===== src/rtl/in_fm_tile_loader.sv =====
// Input-feature-map tile loader: walks one Tn x TRI x TCI tile in raster order,
// reads in-bounds words from in_fm memory and zero-fills out-of-map positions into the FIFO.
module in_fm_tile_loader #(
    parameter int N      = 128,
    parameter int R      = 128,
    parameter int C      = 128,
    parameter int Tn     = 16,
    parameter int Tr     = 64,
    parameter int Tc     = 16,
    parameter int K      = 3,
    parameter int S      = 1,
    parameter int RD_LAT = 2,
    parameter int AW     = 32,
    parameter int DW     = 32
) (
    input  logic          clk,
    input  logic          rst,
    input  logic          start,
    input  logic [AW-1:0] n0,
    input  logic [AW-1:0] r0,
    input  logic [AW-1:0] c0,
    output logic [AW-1:0] mem_rd_addr,
    input  logic [DW-1:0] mem_rd_data,
    input  logic          fifo_almost_full,
    output logic          fifo_push,
    output logic [DW-1:0] fifo_data,
    output logic          busy,
    output logic          done
);
    localparam int TRI = (Tr - 1) * S + K;
    localparam int TCI = (Tc - 1) * S + K;

    localparam logic [AW-1:0] TN_M1  = AW'(Tn - 1);
    localparam logic [AW-1:0] TRI_M1 = AW'(TRI - 1);
    localparam logic [AW-1:0] TCI_M1 = AW'(TCI - 1);
    localparam logic [AW-1:0] N_A    = AW'(N);
    localparam logic [AW-1:0] R_A    = AW'(R);
    localparam logic [AW-1:0] C_A    = AW'(C);
    localparam logic [AW-1:0] RC_A   = AW'(R * C);

    typedef enum logic [1:0] {
        S_IDLE,
        S_ISSUE,
        S_DRAIN,
        S_DONE
    } state_t;

    state_t state_q, state_d;

    logic [AW-1:0] n0_q, n0_d, r0_q, r0_d, c0_q, c0_d;
    logic [AW-1:0] n_q, n_d, r_q, r_d, c_q, c_d;
    logic [AW-1:0] addr_q, addr_d;

    // Valid and pad travel together so zero-fill words keep the memory latency.
    logic [RD_LAT-1:0] vld_pipe_q, vld_pipe_d, vld_shift;
    logic [RD_LAT-1:0] pad_pipe_q, pad_pipe_d;

    logic          issue, is_pad, c_last, r_last, n_last;
    logic [AW-1:0] elem_addr;

    assign c_last    = (c_q == c0_q + TCI_M1);
    assign r_last    = (r_q == r0_q + TRI_M1);
    assign n_last    = (n_q == n0_q + TN_M1);
    assign is_pad    = (n_q >= N_A) || (r_q >= R_A) || (c_q >= C_A);
    assign elem_addr = n_q * RC_A + r_q * C_A + c_q;
    assign issue     = (state_q == S_ISSUE) && !fifo_almost_full;

    always_ff @(posedge clk or posedge rst) begin
        if (rst) begin
            state_q    <= S_IDLE;
            n0_q       <= '0;
            r0_q       <= '0;
            c0_q       <= '0;
            n_q        <= '0;
            r_q        <= '0;
            c_q        <= '0;
            addr_q     <= '0;
            vld_pipe_q <= '0;
            pad_pipe_q <= '0;
        end else begin
            state_q    <= state_d;
            n0_q       <= n0_d;
            r0_q       <= r0_d;
            c0_q       <= c0_d;
            n_q        <= n_d;
            r_q        <= r_d;
            c_q        <= c_d;
            addr_q     <= addr_d;
            vld_pipe_q <= vld_pipe_d;
            pad_pipe_q <= pad_pipe_d;
        end
    end

    always_comb begin
        state_d       = state_q;
        n0_d          = n0_q;
        r0_d          = r0_q;
        c0_d          = c0_q;
        n_d           = n_q;
        r_d           = r_q;
        c_d           = c_q;
        addr_d        = addr_q;
        vld_shift     = vld_pipe_q << 1;
        vld_pipe_d    = vld_shift;
        vld_pipe_d[0] = issue;
        pad_pipe_d    = pad_pipe_q << 1;
        pad_pipe_d[0] = issue && is_pad;

        case (state_q)
            S_IDLE: begin
                if (start) begin
                    n0_d    = n0;
                    r0_d    = r0;
                    c0_d    = c0;
                    n_d     = n0;
                    r_d     = r0;
                    c_d     = c0;
                    state_d = S_ISSUE;
                end
            end
            S_ISSUE: begin
                if (issue) begin
                    if (!is_pad) addr_d = elem_addr;
                    if (c_last) begin
                        c_d = c0_q;
                        if (r_last) begin
                            r_d = r0_q;
                            n_d = n_q + AW'(1);
                        end else begin
                            r_d = r_q + AW'(1);
                        end
                    end else begin
                        c_d = c_q + AW'(1);
                    end
                    if (c_last && r_last && n_last) state_d = S_DRAIN;
                end
            end
            // Leave once only the tail word remains, so done lands right after the last push.
            S_DRAIN: begin
                if (vld_shift == '0) state_d = S_DONE;
            end
            S_DONE:  state_d = S_IDLE;
            default: state_d = S_IDLE;
        endcase
    end

    // Pads do not disturb the address bus; it keeps the last real read.
    assign mem_rd_addr = (issue && !is_pad) ? elem_addr : addr_q;
    assign fifo_push   = vld_pipe_q[RD_LAT-1];
    assign fifo_data   = (fifo_push && !pad_pipe_q[RD_LAT-1]) ? mem_rd_data : '0;
    assign busy        = (state_q != S_IDLE);
    assign done        = (state_q == S_DONE);

endmodule


===== config.mk =====
export PLATFORM = sky130hd
export DESIGN_NAME = in_fm_tile_loader
export DESIGN_NICKNAME = d
export VERILOG_FILES = /design/src/rtl/in_fm_tile_loader.sv
export SDC_FILE = /design/constraint.sdc
export NUM_CORES = 1
export LEC_CHECK = 0
export CORE_MARGIN = 4
export CORE_UTILIZATION = 45
export DETAILED_ROUTE_END_ITERATION = 10
export PLACE_DENSITY = 0.63
export SLEW_MARGIN = 5
export SYNTH_ARGS = -nofsm -noshare
export SYNTH_HDL_FRONTEND = slang
export SYNTH_SLANG_ARGS = --single-unit

===== constraint.sdc =====
create_clock -name clk -period 11.6 [get_ports clk]
set_clock_uncertainty 0.2 [all_clocks]
set_input_delay 2.9 -clock clk [delete_from_list [all_inputs] [get_ports clk]]
set_output_delay 2.9 -clock clk [all_outputs]
set_load 0.05 [all_outputs]

* Word level (Yosys, flattened, before mapping)
Index checks and enable logic that the tools add are counted.
Operators by class: $add $sub $neg 8, $lt $le $gt $ge 3, equal/unequal tests 12, multiplexer cells 21, bitwise operators 1, reduce and logical (&&, ||, !) cells 21
Operator list (number):
- $mux 32 | 13
- $pmux 32 s2 | 3
- $add 32x1->32 const B | 3
- $eq 32x32->1 | 3
- $ge 32x8->1 const B | 3
- $add 32x32->32 | 2
- $add 32x4->32 const B | 1
- $add 32x5->32 const B | 1
- $add 32x7->32 const B | 1
- $ne 2x2->1 const B | 5
- $mux 2 | 4
- $pmux 2 s4 | 1
- $reduce_and 4->1 | 2
- $logic_and 1x1->1 | 6
- $reduce_and 3->1 | 2
- $reduce_and 5->1 | 1
- $eq 2x2->1 const B | 2
- $logic_not 2->1 | 2
- $reduce_bool 2->1 | 2
- $logic_not 1->1 | 3
- $eq 2x1->1 const B | 1
- $logic_or 1x1->1 | 2
- $ne 2x1->1 const B | 1
- $reduce_and 2->1 | 1
- $not 1->1 | 1
Storage, ports and cells: bits in registers 230, output and inout port bits 67, word-level logic and storage cells 76

* Longest topological paths before layout
Gate-level depths: netlist of run 1.
word-level depth 7, mapped depth 15

* Worst setup path before layout of run 1
OpenSTA, ideal clock, no wires.
path kind input port to output port, start in fifo_almost_full, end out mem_rd_addr[27], data arrival time 4.905 ns, slack 3.595 ns, stages 5, buffers on the path 3, cell sequence or3_1 -> clkbuf_1 -> buf_1 -> clkbuf_1 -> o21ai_0
On the way: cells in the longest elaborated chain, start to end 4
Ends and longest elaborated chain:
- start, declared | RTL line 24 | input logic fifo_almost_full,
- $logic_not 1->1 | RTL line 66 | assign issue = (state_q == S_ISSUE) && !fifo_almost_full;
- $logic_and 1x1->1 | RTL line 66
- $logic_and 1x1->1 | RTL line 148 | assign mem_rd_addr = (issue && !is_pad) ? elem_addr : addr_q;
- $mux 32 | RTL line 148
- end, declared | RTL line 22 | output logic [AW-1:0] mem_rd_addr,
No other way between the ends.

* Final worst setup path of run 1
start reg c_q[17], end out mem_rd_addr[31]
On the way: cells in the longest elaborated chain, start to end 5
Ends and longest elaborated chain:
- start, declared | RTL line 51 | logic [AW-1:0] n_q, n_d, r_q, r_d, c_q, c_d;
- start signal, assigned | RTL line 76 | c_q <= '0;
- start signal, assigned | RTL line 87 | c_q <= c_d;
- $ge 32x8->1 | RTL line 64 | assign is_pad = (n_q >= N_A) || (r_q >= R_A) || (c_q >= C_A);
- $logic_or 1x1->1 | RTL line 64
- $logic_not 1->1 | RTL line 148
- $logic_and 1x1->1 | RTL line 148
- $mux 32 (*) | RTL line 148
Mark *: on every way between the ends. The rest lies on a longest branch, timed or not.

==> results of run 1 <==
cell families after synthesis:
group | after synthesis
AND/OR/NAND/NOR | 709
flip-flops | 230
buffers and inverters | 202
XOR/XNOR | 196
AO/OA/AOI/OAI | 434
multiplexers | 186
adder cells (fa/ha/maj) | 63
cell type report:
cell class | count | area [um2] | area share, %
Tap cell | 518 | 648 | 3.10
Multi-Input combinational cell | 1588 | 11300 | 53.9
Clock inverter | 11 | 136 | 0.652
Inverter | 49 | 191 | 0.915
Clock buffer | 37 | 783 | 3.75
Timing Repair Buffer | 216 | 2120 | 10.1
Sequential cell | 230 | 5760 | 27.5
metrics by stage:
stage / power (W) / std cells
final: 0.00208 / 2649
after global routing: 0.00216 / 2649
after CTS: 0.00210 / 2649
after detailed placement: 0.00120 / 2601
after global placement: 0.00120 / 2601
after floorplan: 0.00106 / 2020
cells in the mapped netlist (18+ instances only):
library cell	instances	area, um2
buf_1	18	67.6
nor3_1	52	260
o211ai_1	29	218
mux2i_1	42	420
xor2_1	73	639
nor4_1	55	344
nand3_1	105	526
nand2_1	160	601
clkbuf_1	118	443
and3_1	25	156
ha_1	44	551
mux2_2	143	1610
nor2_1	112	420
inv_1	48	180
o21ai_0	84	420
or4_1	18	135
or3_1	20	125
dfrtp_1	230	5760
a21oi_1	133	666
and2_1	43	269
fa_1	18	360
xnor2_1	123	1080
nand4_1	49	307
a211oi_1	24	180
where the power goes:
part | switching (W) | internal [W]
clock | 0.000353 | 0.000536
sequential | 0.0000498 | 0.000823
combinational | 0.000181 | 0.000140
worst register-to-register path, cell delays in order (launching register included):
cell and delay, ns:
dfrtp_1 0.51, nand4_1 0.67, or4_1 0.81, nor3_1 0.35, mux2i_1 0.25, mux2i_1 0.09, mux2i_1 0.26, nand3b_1 0.74
buf_4 0.55, or4_4 0.64, or3_1 0.43, a311o_1 0.36
state kept, by name, indices dropped and copies added, names as in the netlist:
name,cells
state_q,2
addr_q,32
pad_pipe_q,2
c_q,32
r0_q,32
vld_pipe_q,2
n_q,32
n0_q,32
c0_q,32
r_q,32
per-layer routing:
| metal | global-route usage (%) | vias to the layer above |
|---|---|---|
| li1 | - | 7581 |
| met1 | 37.6 | 8027 |
| met2 | 40.8 | 629 |
| met3 | 4.30 | 139 |
| met4 | 10.5 | 0 |
| met5 | 0 | - |
path summary, 6_finish.rpt:
check                                         from                 endpoint  slack, ns
max in group asynchronous                      rst      r_q[30]$_DFFE_PP0P_       7.09
hold reg to reg            pad_pipe_q[0]$_DFF_PP0_  pad_pipe_q[1]$_DFF_PP0_       0.15
setup / recovery               c_q[17]$_DFFE_PP0P_          mem_rd_addr[31]       3.02
min in group asynchronous                      rst    addr_q[6]$_DFFE_PP0P_       2.67
setup reg to reg               r0_q[8]$_DFFE_PP0P_      n_q[30]$_DFFE_PP0P_       5.66
hold / removal             pad_pipe_q[0]$_DFF_PP0_  pad_pipe_q[1]$_DFF_PP0_       0.15
layout by cell type, fill, tap and decap left out, types with 19 or more instances in the layout:
master	instances
xor2_1	73
nor4_1	55
o211ai_1	29
xnor2_1	123
ha_1	43
mux2i_1	42
nand4_1	49
clkbuf_16	27
a21oi_1	133
inv_1	47
o21ai_0	83
a211oi_1	24
and3_1	25
nor3_1	52
nand3_1	105
nand2_1	159
dfrtp_1	230
mux2_2	143
and2_1	43
nor2_1	112
or3_1	19
clkdlybuf4s50_1	198
==> summary.md, run 1 <==
| Metric | Value |
|---|---|
| Outcome | `finished, final reports clean` |
| Async SR Flop Fraction | `100%` |
| DP Worst Slack | `3.06 ns` |
| Remaining DRCs | `0` |
| Top layer in use | `met4` |
| Initial antenna violation count | `0` |
| Clock transition at the registers of the reported paths | `0.06 ns` |
| Routability cong. | `0.996` |
| Clock period minus final worst setup slack | `8.58 ns` |
| Static Leakage | `8.75 nW` |
| Setup TNS | `0 ns` |
| WP buf/inv | `1` |
| Worst hold margin | `0.149 ns` |
| Stages on worst setup path | `13` |
| Final Routed Wirelength | `58000 um` |
| Crit end category | `output pin` |
| Detailed Routing Iterations Pass 1 | `7` |
| Hold-fix buffers, CTS | `0` |
| Hold depth | `0` |
| Worst hold-check path type | `register to register` |
| Slowest CP cell | `clkdlybuf4s50_1` |
| Synth Instances | `2020` |
| Post-synth EDFFs | `0` |
| Layout cell share with drive strength beyond 1 | `11.0%` |
| Post-Synth Adder-Cell Area | `5.18%` |
| Crit share post-route | `74.0%` |
| Largest family of logic cells by synthesized area | `simple AND/OR/NAND/NOR gates` |
| Met3 wire length | `4050 um` |
| Synth Area in Compound Gates | `15.8%` |
| Post-route worst setup slack | `3.02 ns` |
| Htree depth | `1` |
| Die Span Y | `207 um` |
| Synth warn | `0` |
| Fill cells | `3566` |
| Maximum ir drop on the vdd rail | `0.108 mV` |
| Post-CTS setup buffers | `0` |
| CP delay by family, top | `compound AO/OA/AOI/OAI gates` |
| Vias | `16400` |
| Post-synthesis sequential area ratio | `32.4%` |
| PwrDens | `99.6 nW/um2` |
| Multiplexer share of the synthesized area | `11.6%` |
| Slew @ Worst Pin | `1.11 ns` |
| Critical path startpoint category | `register` |
| CTS tree | `built` |
| Input/output buffers | `198` |
| All-Layer GR Usage | `26.5%` |
| NumNets Final | `2306` |
| HPWL Detailed | `43100 um` |
| Antenna-violating nets left | `0` |
| Post-Syn Nets | `2214` |
| Netlist Area Pre-Place | `17800 um2` |
| Final slew viol count | `0` |
| Fin util | `53.9%` |
| DIE AREA | `42700 um2` |
| Skew-Pair Late Insertion Delay | `0.56 ns` |
| Critical path required time | `8.50 ns` |
| Dominant synthesized flop cell | `dfrtp_1` |
| R2R depth | `11` |
| First-pass GRT wire length | `90200 um` |
| Root buf cell | `clkbuf_16` |
| Worst slew margin relative to its limit | `23.9%` |
| Setup CP Type | `register to output pin` |
| Post-cts sizing count | `0` |
| Wl on met1 | `25700 um` |
| Mapped Avg Cell Area | `8.80 um2` |
| Initial DRC count | `1624` |
| Vias in the first global route | `15600` |
| Synth Area in XOR/XNOR | `9.66%` |
| Grt total ovfl | `0` |
| Crit path max fanout | `12` |
| Core footprint | `38800 um2` |
| Yosys reg bits | `230` |
| Vias per inst | `6.18` |
| Most numerous cell on the critical path | `a21o_1` |
| Num Clock Sinks | `230` |
| Cell Chain, Critical Path | `fa_1 > ha_1 > a21o_1 > a21o_1 > a21o_1 > a221oi_1 > o21ai_0 > o31ai_1 > a21oi_1 > a21oi_1 > xnor2_1 > o21ai_0 > clkdlybuf4s50_1` |
| Largest net degree at the start of global routing | `108` |
| Final Setup Violations | `0` |
| Max_cap viols | `0` |
| Unrepaired setup endpoints after global routing | `no` |
| Clk buf depth | `3` |
| Met2 wire length | `25600 um` |
| Num CTS Buffers | `27` |
| Worst path arrival time | `5.48 ns` |
| DR WL/cell | `21.9 um` |
| Initial Util | `45.8%` |
| Hold Vio Cnt, Final | `0` |
| Number of I/O pins | `199` |
| Finished layout cell area | `20900 um2` |
| Delay of the slowest critical-path stage | `0.84 ns` |
| Diode count | `0` |
| Post-place instance area | `20000 um2` |
| Synth Area in Simple Gates | `21.0%` |
| Rows | `72` |
| Area Growth Syn to Fin | `17.7%` |
| Fmax | `117 MHz` |
| Die width | `207 um` |
| Synth cell types | `87` |
No activity file was read; power rests on OpenSTA's default activity.
==> run 2: changes to the inputs <==
==> constraint.sdc (replaced) <==
create_clock -name clk -period 8.5 [get_ports clk]
set_clock_uncertainty 0.2 [all_clocks]
set_input_delay 2.125 -clock clk [delete_from_list [all_inputs] [get_ports clk]]
set_output_delay 2.125 -clock clk [all_outputs]
set_load 0.05 [all_outputs]
==> run 2 against run 1 <==
- hold slack worse by 0.0016 ns
- critical path type unchanged
- power is 47% higher
- sequential share of layout area is 0.23 points lower
- non-clock buffer count stayed put
- critical endpoint unchanged
- sequential power is 36% higher
- largest cell class unchanged
- largest power group unchanged
- clock power is 61% higher
==> summary.md, run 2 (same netlist as run 1, synthesis figures left out) <==
| Metric | Value |
|---|---|
| Delay of the slowest critical-path stage | `0.86 ns (+0.02 ns)` |
| DP Worst Slack | `1.16 ns (-1.90 ns)` |
| Met2 wire length | `26600 um (+3.7%)` |
| Input/output buffers | `198 (unchanged)` |
| Crit end category | `output pin` |
| CTS tree | `built` |
| Die Span Y | `207 um (unchanged)` |
| WP buf/inv | `1 (unchanged)` |
| DIE AREA | `42700 um2 (unchanged)` |
| Die width | `207 um (unchanged)` |
| Remaining DRCs | `0 (unchanged)` |
| Hold Vio Cnt, Final | `0 (unchanged)` |
| Initial antenna violation count | `0 (unchanged)` |
| Critical path startpoint category | `register` |
| Vias per inst | `6.13 (-0.77%)` |
| Number of I/O pins | `199 (unchanged)` |
| Most common cell after layout, fill and taps aside | `dfrtp_1` |
| Layout cell share with drive strength beyond 1 | `11.2% (+0.22 points)` |
| Num Clock Sinks | `230 (unchanged)` |
| All-Layer GR Usage | `27.3% (+0.77 points)` |
| Final Routed Wirelength | `59500 um (+2.6%)` |
| First-pass GRT wire length | `91700 um (+1.6%)` |
| Antenna-violating nets left | `0 (unchanged)` |
| Slew @ Worst Pin | `1.10 ns (-0.0155 ns)` |
| Area Growth Syn to Fin | `18.7%` |
| Cell Chain, Critical Path | `fa_1 > ha_1 > and3_1 > and3_1 > a221oi_1 > o21ai_0 > o31ai_1 > a21oi_1 > a21oi_1 > xnor2_1 > o21ai_0 > clkdlybuf4s50_1` |
| Fmax | `128 MHz` |
| Critical path required time | `6.18 ns (-2.32 ns)` |
| Largest net degree at the start of global routing | `123 (+14%)` |
| Initial Util | `45.8% (unchanged)` |
| Diode count | `0 (unchanged)` |
| PwrDens | `145 nW/um2 (+46%)` |
| Fill cells | `3610 (+1.2%)` |
| Met3 wire length | `4240 um (+4.9%)` |
| Worst hold margin | `0.147 ns (-0.00156 ns)` |
| Num CTS Buffers | `29 (+7.4%)` |
| Skew-Pair Late Insertion Delay | `0.59 ns (+0.03 ns)` |
| Rows | `72 (unchanged)` |
| Setup TNS | `0 ns (unchanged)` |
| Crit path max fanout | `12 (unchanged)` |
| DR WL/cell | `22.4 um (+2.5%)` |
| Worst slew margin relative to its limit | `26.5% (+2.6 points)` |
| Hold-fix buffers, CTS | `0 (unchanged)` |
| Wl on met1 | `26400 um (+2.6%)` |
| Worst hold-check path type | `register to register` |
| Vias in the first global route | `15500 (-0.90%)` |
| Maximum ir drop on the vdd rail | `0.143 mV (+33%)` |
| Clk buf depth | `3 (unchanged)` |
| Vias | `16300 (-0.65%)` |
| Routability cong. | `0.945 (-5.2%)` |
| Clock transition at the registers of the reported paths | `0.06 ns (about the same)` |
| Slowest CP cell | `clkdlybuf4s50_1` |
| CP delay by family, top | `compound AO/OA/AOI/OAI gates` |
| Max_cap viols | `0 (unchanged)` |
| Clock period minus final worst setup slack | `7.79 ns` |
| Finished layout cell area | `21100 um2 (+0.83%)` |
| Worst path arrival time | `5.46 ns (-0.02 ns)` |
| Crit share post-route | `91.6%` |
| Root buf cell | `clkbuf_16` |
| Detailed Routing Iterations Pass 1 | `6 (-1)` |
| Static Leakage | `8.82 nW (+0.89%)` |
| Post-cts sizing count | `0 (unchanged)` |
| Unrepaired setup endpoints after global routing | `no` |
| HPWL Detailed | `43900 um (+1.9%)` |
| Post-place instance area | `20000 um2 (about the same)` |
| NumNets Final | `2308 (+0.087%)` |
| Post-CTS setup buffers | `0 (unchanged)` |
| Final slew viol count | `0 (unchanged)` |
| Grt total ovfl | `0 (unchanged)` |
| Final Setup Violations | `0 (unchanged)` |
| Commonest cells after routing, fill and taps aside | `230 x dfrtp_1, 198 x clkdlybuf4s50_1, 159 x nand2_1` |
| Top layer in use | `met4` |
| Initial DRC count | `1561 (-3.9%)` |
| Core footprint | `38800 um2 (unchanged)` |
| Post-route worst setup slack | `0.713 ns (-2.31 ns)` |
| Htree depth | `1 (unchanged)` |
| Outcome | `finished, final reports clean` |
| Setup CP Type | `register to output pin` |
==> run 2: worst register-to-register path, cell delays in order (launching register included) <==
cell and delay, ns:
dfrtp_1 0.54, nand4_4 0.26, or4_1 0.73, or4_4 0.57, a21oi_1 0.16, o21bai_1 0.13, a21o_1 0.69, nand3b_1 0.73
buf_4 0.61, or2_1 0.46, nor4_1 0.10, a221o_1 0.28
==> run 2: area by class of cell <==
class | instances | area (um2) | share of cell area [%]
Clock inverter | 19 | 327 | 1.55
Inverter | 49 | 188 | 0.890
Tap cell | 518 | 648 | 3.07
Timing Repair Buffer | 216 | 2130 | 10.1
Clock buffer | 32 | 757 | 3.59
Multi-Input combinational cell | 1588 | 11300 | 53.5
Sequential cell | 230 | 5760 | 27.3
==> run 2: path summary, 6_finish.rpt <==
| path | startpoint | end | slack (ns) | cells past startpoint |
|---|---|---|---|---|
| min reg2reg | pad_pipe_q[0]$_DFF_PP0_ | pad_pipe_q[1]$_DFF_PP0_ | 0.15 | 0 |
| max in group asynchronous | rst | n0_q[12]$_DFFE_PP0P_ | 4.89 | 4 |
| min in group asynchronous | rst | addr_q[10]$_DFFE_PP0P_ | 1.95 | 3 |
| min | pad_pipe_q[0]$_DFF_PP0_ | pad_pipe_q[1]$_DFF_PP0_ | 0.15 | 0 |
| max | r_q[12]$_DFFE_PP0P_ | mem_rd_addr[31] | 0.71 | 12 |
| max reg2reg | c0_q[10]$_DFFE_PP0P_ | n_q[23]$_DFFE_PP0P_ | 2.93 | 11 |
==> run 2: metrics by stage <==
step | util (%) | power (W) | instances
after floorplan | - | 0.00145 | 2020
after global placement | 51.5 | 0.00165 | 2601
after detailed placement | 51.5 | 0.00165 | 2601
after CTS | 54.3 | 0.00308 | 2652
after global routing | 54.3 | 0.00318 | 2652
final | 54.3 | 0.00307 | 2652
==> run 2: where the power goes <==
part | switching, W | internal, W | total [W]
clock | 0.000520 | 0.000908 | 0.00143
sequential | 0.0000694 | 0.00112 | 0.00119
combinational | 0.000254 | 0.000191 | 0.000446
==> run 2: metal layers <==
layer / up-vias / global-route usage [%]
li1: 7572 / -
met1: 7948 / 39.0
met2: 624 / 42.5
met3: 125 / 4.39
met4: 0 / 9.23
met5: - / 0
==> run 3: changes to the inputs <==
--- a/config.mk
+++ b/config.mk
@@ -8,6 +8,7 @@
 export CORE_MARGIN = 4
 export CORE_UTILIZATION = 45
 export DETAILED_ROUTE_END_ITERATION = 10
+export HOLD_SLACK_MARGIN = 0.15
 export PLACE_DENSITY = 0.63
 export SLEW_MARGIN = 5
 export SYNTH_ARGS = -nofsm -noshare
==> constraint.sdc (replaced) <==
create_clock -name clk -period 8.9 [get_ports clk]
set_clock_uncertainty 0.2 [all_clocks]
set_input_delay 2.225 -clock clk [delete_from_list [all_inputs] [get_ports clk]]
set_output_delay 2.225 -clock clk [all_outputs]
set_load 0.05 [all_outputs]
==> run 3 against run 2 <==
- critical path depth rose by 3
- count of clock-buffer cells in the layout rose by 5
- global-route usage fell by 0.32 points
- die area did not move
- largest cell class unchanged
- hold slack improved by 0.014 ns
- final cell count barely moved
- power fell by 11%
- sequential share of layout area rose by 0.26 points
- non-clock buffer count fell by 2
- cell area fell by 0.94%
- highest routed layer unchanged
- via count barely moved
==> summary.md, run 3 (same netlist as run 1, synthesis figures left out) <==
| Metric | Value |
|---|---|
| Delay of the slowest critical-path stage | `0.85 ns (about the same)` |
| Maximum ir drop on the vdd rail | `0.141 mV (-1.9%)` |
| Crit share post-route | `89.2%` |
| Setup CP Type | `register to output pin` |
| DR WL/cell | `22.5 um (about the same)` |
| Grt total ovfl | `0 (unchanged)` |
| CTS tree | `built` |
| Num Clock Sinks | `230 (unchanged)` |
| Critical path startpoint category | `register` |
| Remaining DRCs | `0 (unchanged)` |
| Post-cts sizing count | `0 (unchanged)` |
| DIE AREA | `42700 um2 (unchanged)` |
| Detailed Routing Iterations Pass 1 | `8 (+2)` |
| Hold-fix buffers, CTS | `0 (unchanged)` |
| Rows | `72 (unchanged)` |
| Static Leakage | `8.73 nW (-1.0%)` |
| Vias in the first global route | `15500 (+0.52%)` |
| Routability cong. | `0.953 (+0.90%)` |
| Area Growth Syn to Fin | `17.6%` |
| Worst path arrival time | `5.51 ns (+0.05 ns)` |
| Initial Util | `45.8% (unchanged)` |
| Largest net degree at the start of global routing | `102 (-17%)` |
| Outcome | `finished, final reports clean` |
| Htree depth | `1 (unchanged)` |
| Clk buf depth | `3 (unchanged)` |
| Worst slew margin relative to its limit | `28.1% (+1.6 points)` |
| NumNets Final | `2305 (-0.13%)` |
| Vias per inst | `6.14 (about the same)` |
| Input/output buffers | `198 (unchanged)` |
| HPWL Detailed | `44200 um (+0.72%)` |
| Layout cell share with drive strength beyond 1 | `11.0% (-0.27 points)` |
| Initial antenna violation count | `0 (unchanged)` |
| Initial DRC count | `1510 (-3.3%)` |
| Max_cap viols | `0 (unchanged)` |
| Clock transition at the registers of the reported paths | `0.06 ns (about the same)` |
| Critical path required time | `6.48 ns (+0.30 ns)` |
| Clock period minus final worst setup slack | `7.94 ns` |
| Vias | `16300 (+0.018%)` |
| Crit end category | `output pin` |
| DP Worst Slack | `1.52 ns (+0.365 ns)` |
| All-Layer GR Usage | `27.0% (-0.32 points)` |
| Final Routed Wirelength | `59500 um (about the same)` |
| Post-route worst setup slack | `0.962 ns (+0.249 ns)` |
| Core footprint | `38800 um2 (unchanged)` |
| Diode count | `0 (unchanged)` |
| Die Span Y | `207 um (unchanged)` |
| Die width | `207 um (unchanged)` |
| PwrDens | `130 nW/um2 (-10%)` |
| Root buf cell | `clkbuf_16` |
| Final slew viol count | `0 (unchanged)` |
| Hold Vio Cnt, Final | `0 (unchanged)` |
| Fmax | `126 MHz` |
| Crit path max fanout | `9 (-3)` |
| Number of I/O pins | `199 (unchanged)` |
| Commonest cells after routing, fill and taps aside | `230 x dfrtp_1, 198 x clkdlybuf4s50_1, 159 x nand2_1` |
| Setup TNS | `0 ns (unchanged)` |
| Final Setup Violations | `0 (unchanged)` |
| First-pass GRT wire length | `91000 um (-0.73%)` |
| Skew-Pair Late Insertion Delay | `0.58 ns (about the same)` |
| Slowest CP cell | `clkdlybuf4s50_1` |
| Num CTS Buffers | `28 (-3.4%)` |
| Post-CTS setup buffers | `0 (unchanged)` |
| Fill cells | `3585 (-0.69%)` |
| Antenna-violating nets left | `0 (unchanged)` |
| Cell Chain, Critical Path | `inv_1 > fa_1 > inv_1 > ha_1 > and2_1 > o21ai_0 > o31ai_1 > a221oi_1 > o21ai_0 > o31ai_1 > a21oi_1 > a21oi_1 > xnor2_1 > o21ai_0 > clkdlybuf4s50_1` |
| Worst hold-check path type | `register to register` |
| Slew @ Worst Pin | `1.07 ns (-0.0246 ns)` |
| Unrepaired setup endpoints after global routing | `no` |
| Most numerous cell on the critical path | `o21ai_0` |
| Most common cell after layout, fill and taps aside | `dfrtp_1` |
[run 3: worst paths after layout]
check | from | to | slack [ns] | cells past startpoint
max | r_q[7]$_DFFE_PP0P_ | mem_rd_addr[31] | 0.96 | 15
min | pad_pipe_q[0]$_DFF_PP0_ | pad_pipe_q[1]$_DFF_PP0_ | 0.16 | 0
max reg2reg | c0_q[10]$_DFFE_PP0P_ | r_q[1]$_DFFE_PP0P_ | 3.49 | 12
min reg2reg | pad_pipe_q[0]$_DFF_PP0_ | pad_pipe_q[1]$_DFF_PP0_ | 0.16 | 0
max in group asynchronous | rst | n_q[30]$_DFFE_PP0P_ | 4.95 | 3
min in group asynchronous | rst | addr_q[6]$_DFFE_PP0P_ | 2.00 | 2
[run 3: metrics by stage]
| step | cell area (um2) | util [%] | total power, W | cells | hold slack [ns] |
|---|---|---|---|---|---|
| 5_1_grt | 20900 | 53.8 | 0.00282 | 2650 | 0.167 |
| 2_1_floorplan | 17800 | - | 0.00139 | 2020 | 0.131 |
| 3_3_place_gp | 20000 | 51.5 | 0.00158 | 2599 | 0.136 |
| 3_5_place_dp | 20000 | 51.5 | 0.00158 | 2599 | 0.154 |
| 4_1_cts | 20900 | 53.8 | 0.00274 | 2650 | 0.166 |
| 6_report | 20900 | 53.8 | 0.00272 | 2650 | 0.161 |
[run 3: where the power goes]
group	internal, W	leakage (nW)	total (W)	switching [W]
sequential	0.00107	2.99	0.00114	0.0000664
combinational	0.000183	5.29	0.000430	0.000247
clock	0.000668	0.454	0.00115	0.000485
[run 3: routing by layer]
metal | vias up | routed length, um | global-route usage, %
li1 | 7579 | - | -
met1 | 7915 | 26200 | 38.5
met2 | 669 | 27100 | 42.8
met3 | 109 | 4440 | 4.12
met4 | 0 | 1870 | 7.81
met5 | - | 0 | 0
[run 3: final cells by class]
| cell class | count | area (um2) | area share (%) |
|---|---|---|---|
| clock buffer | 37 | 774 | 3.71 |
| clock inverter | 14 | 134 | 0.641 |
| inverter | 49 | 191 | 0.917 |
| multi-input combinational | 1588 | 11300 | 54.0 |
| sequential | 230 | 5760 | 27.6 |
| tap | 518 | 648 | 3.10 |
| timing repair buffer | 214 | 2100 | 10.1 |
[run 3: worst max-delay path, delay by kind of cell (launching register included)]
family                     cells  cell delay [ns]
AOI/OAI and AO/OA              8             2.31
buffers and inverters          3             1.07
adders and majority gates      2             0.75
DFF                            1             0.54
and+or+nand+nor                1             0.14
xor gates and xnor gates       1             0.13
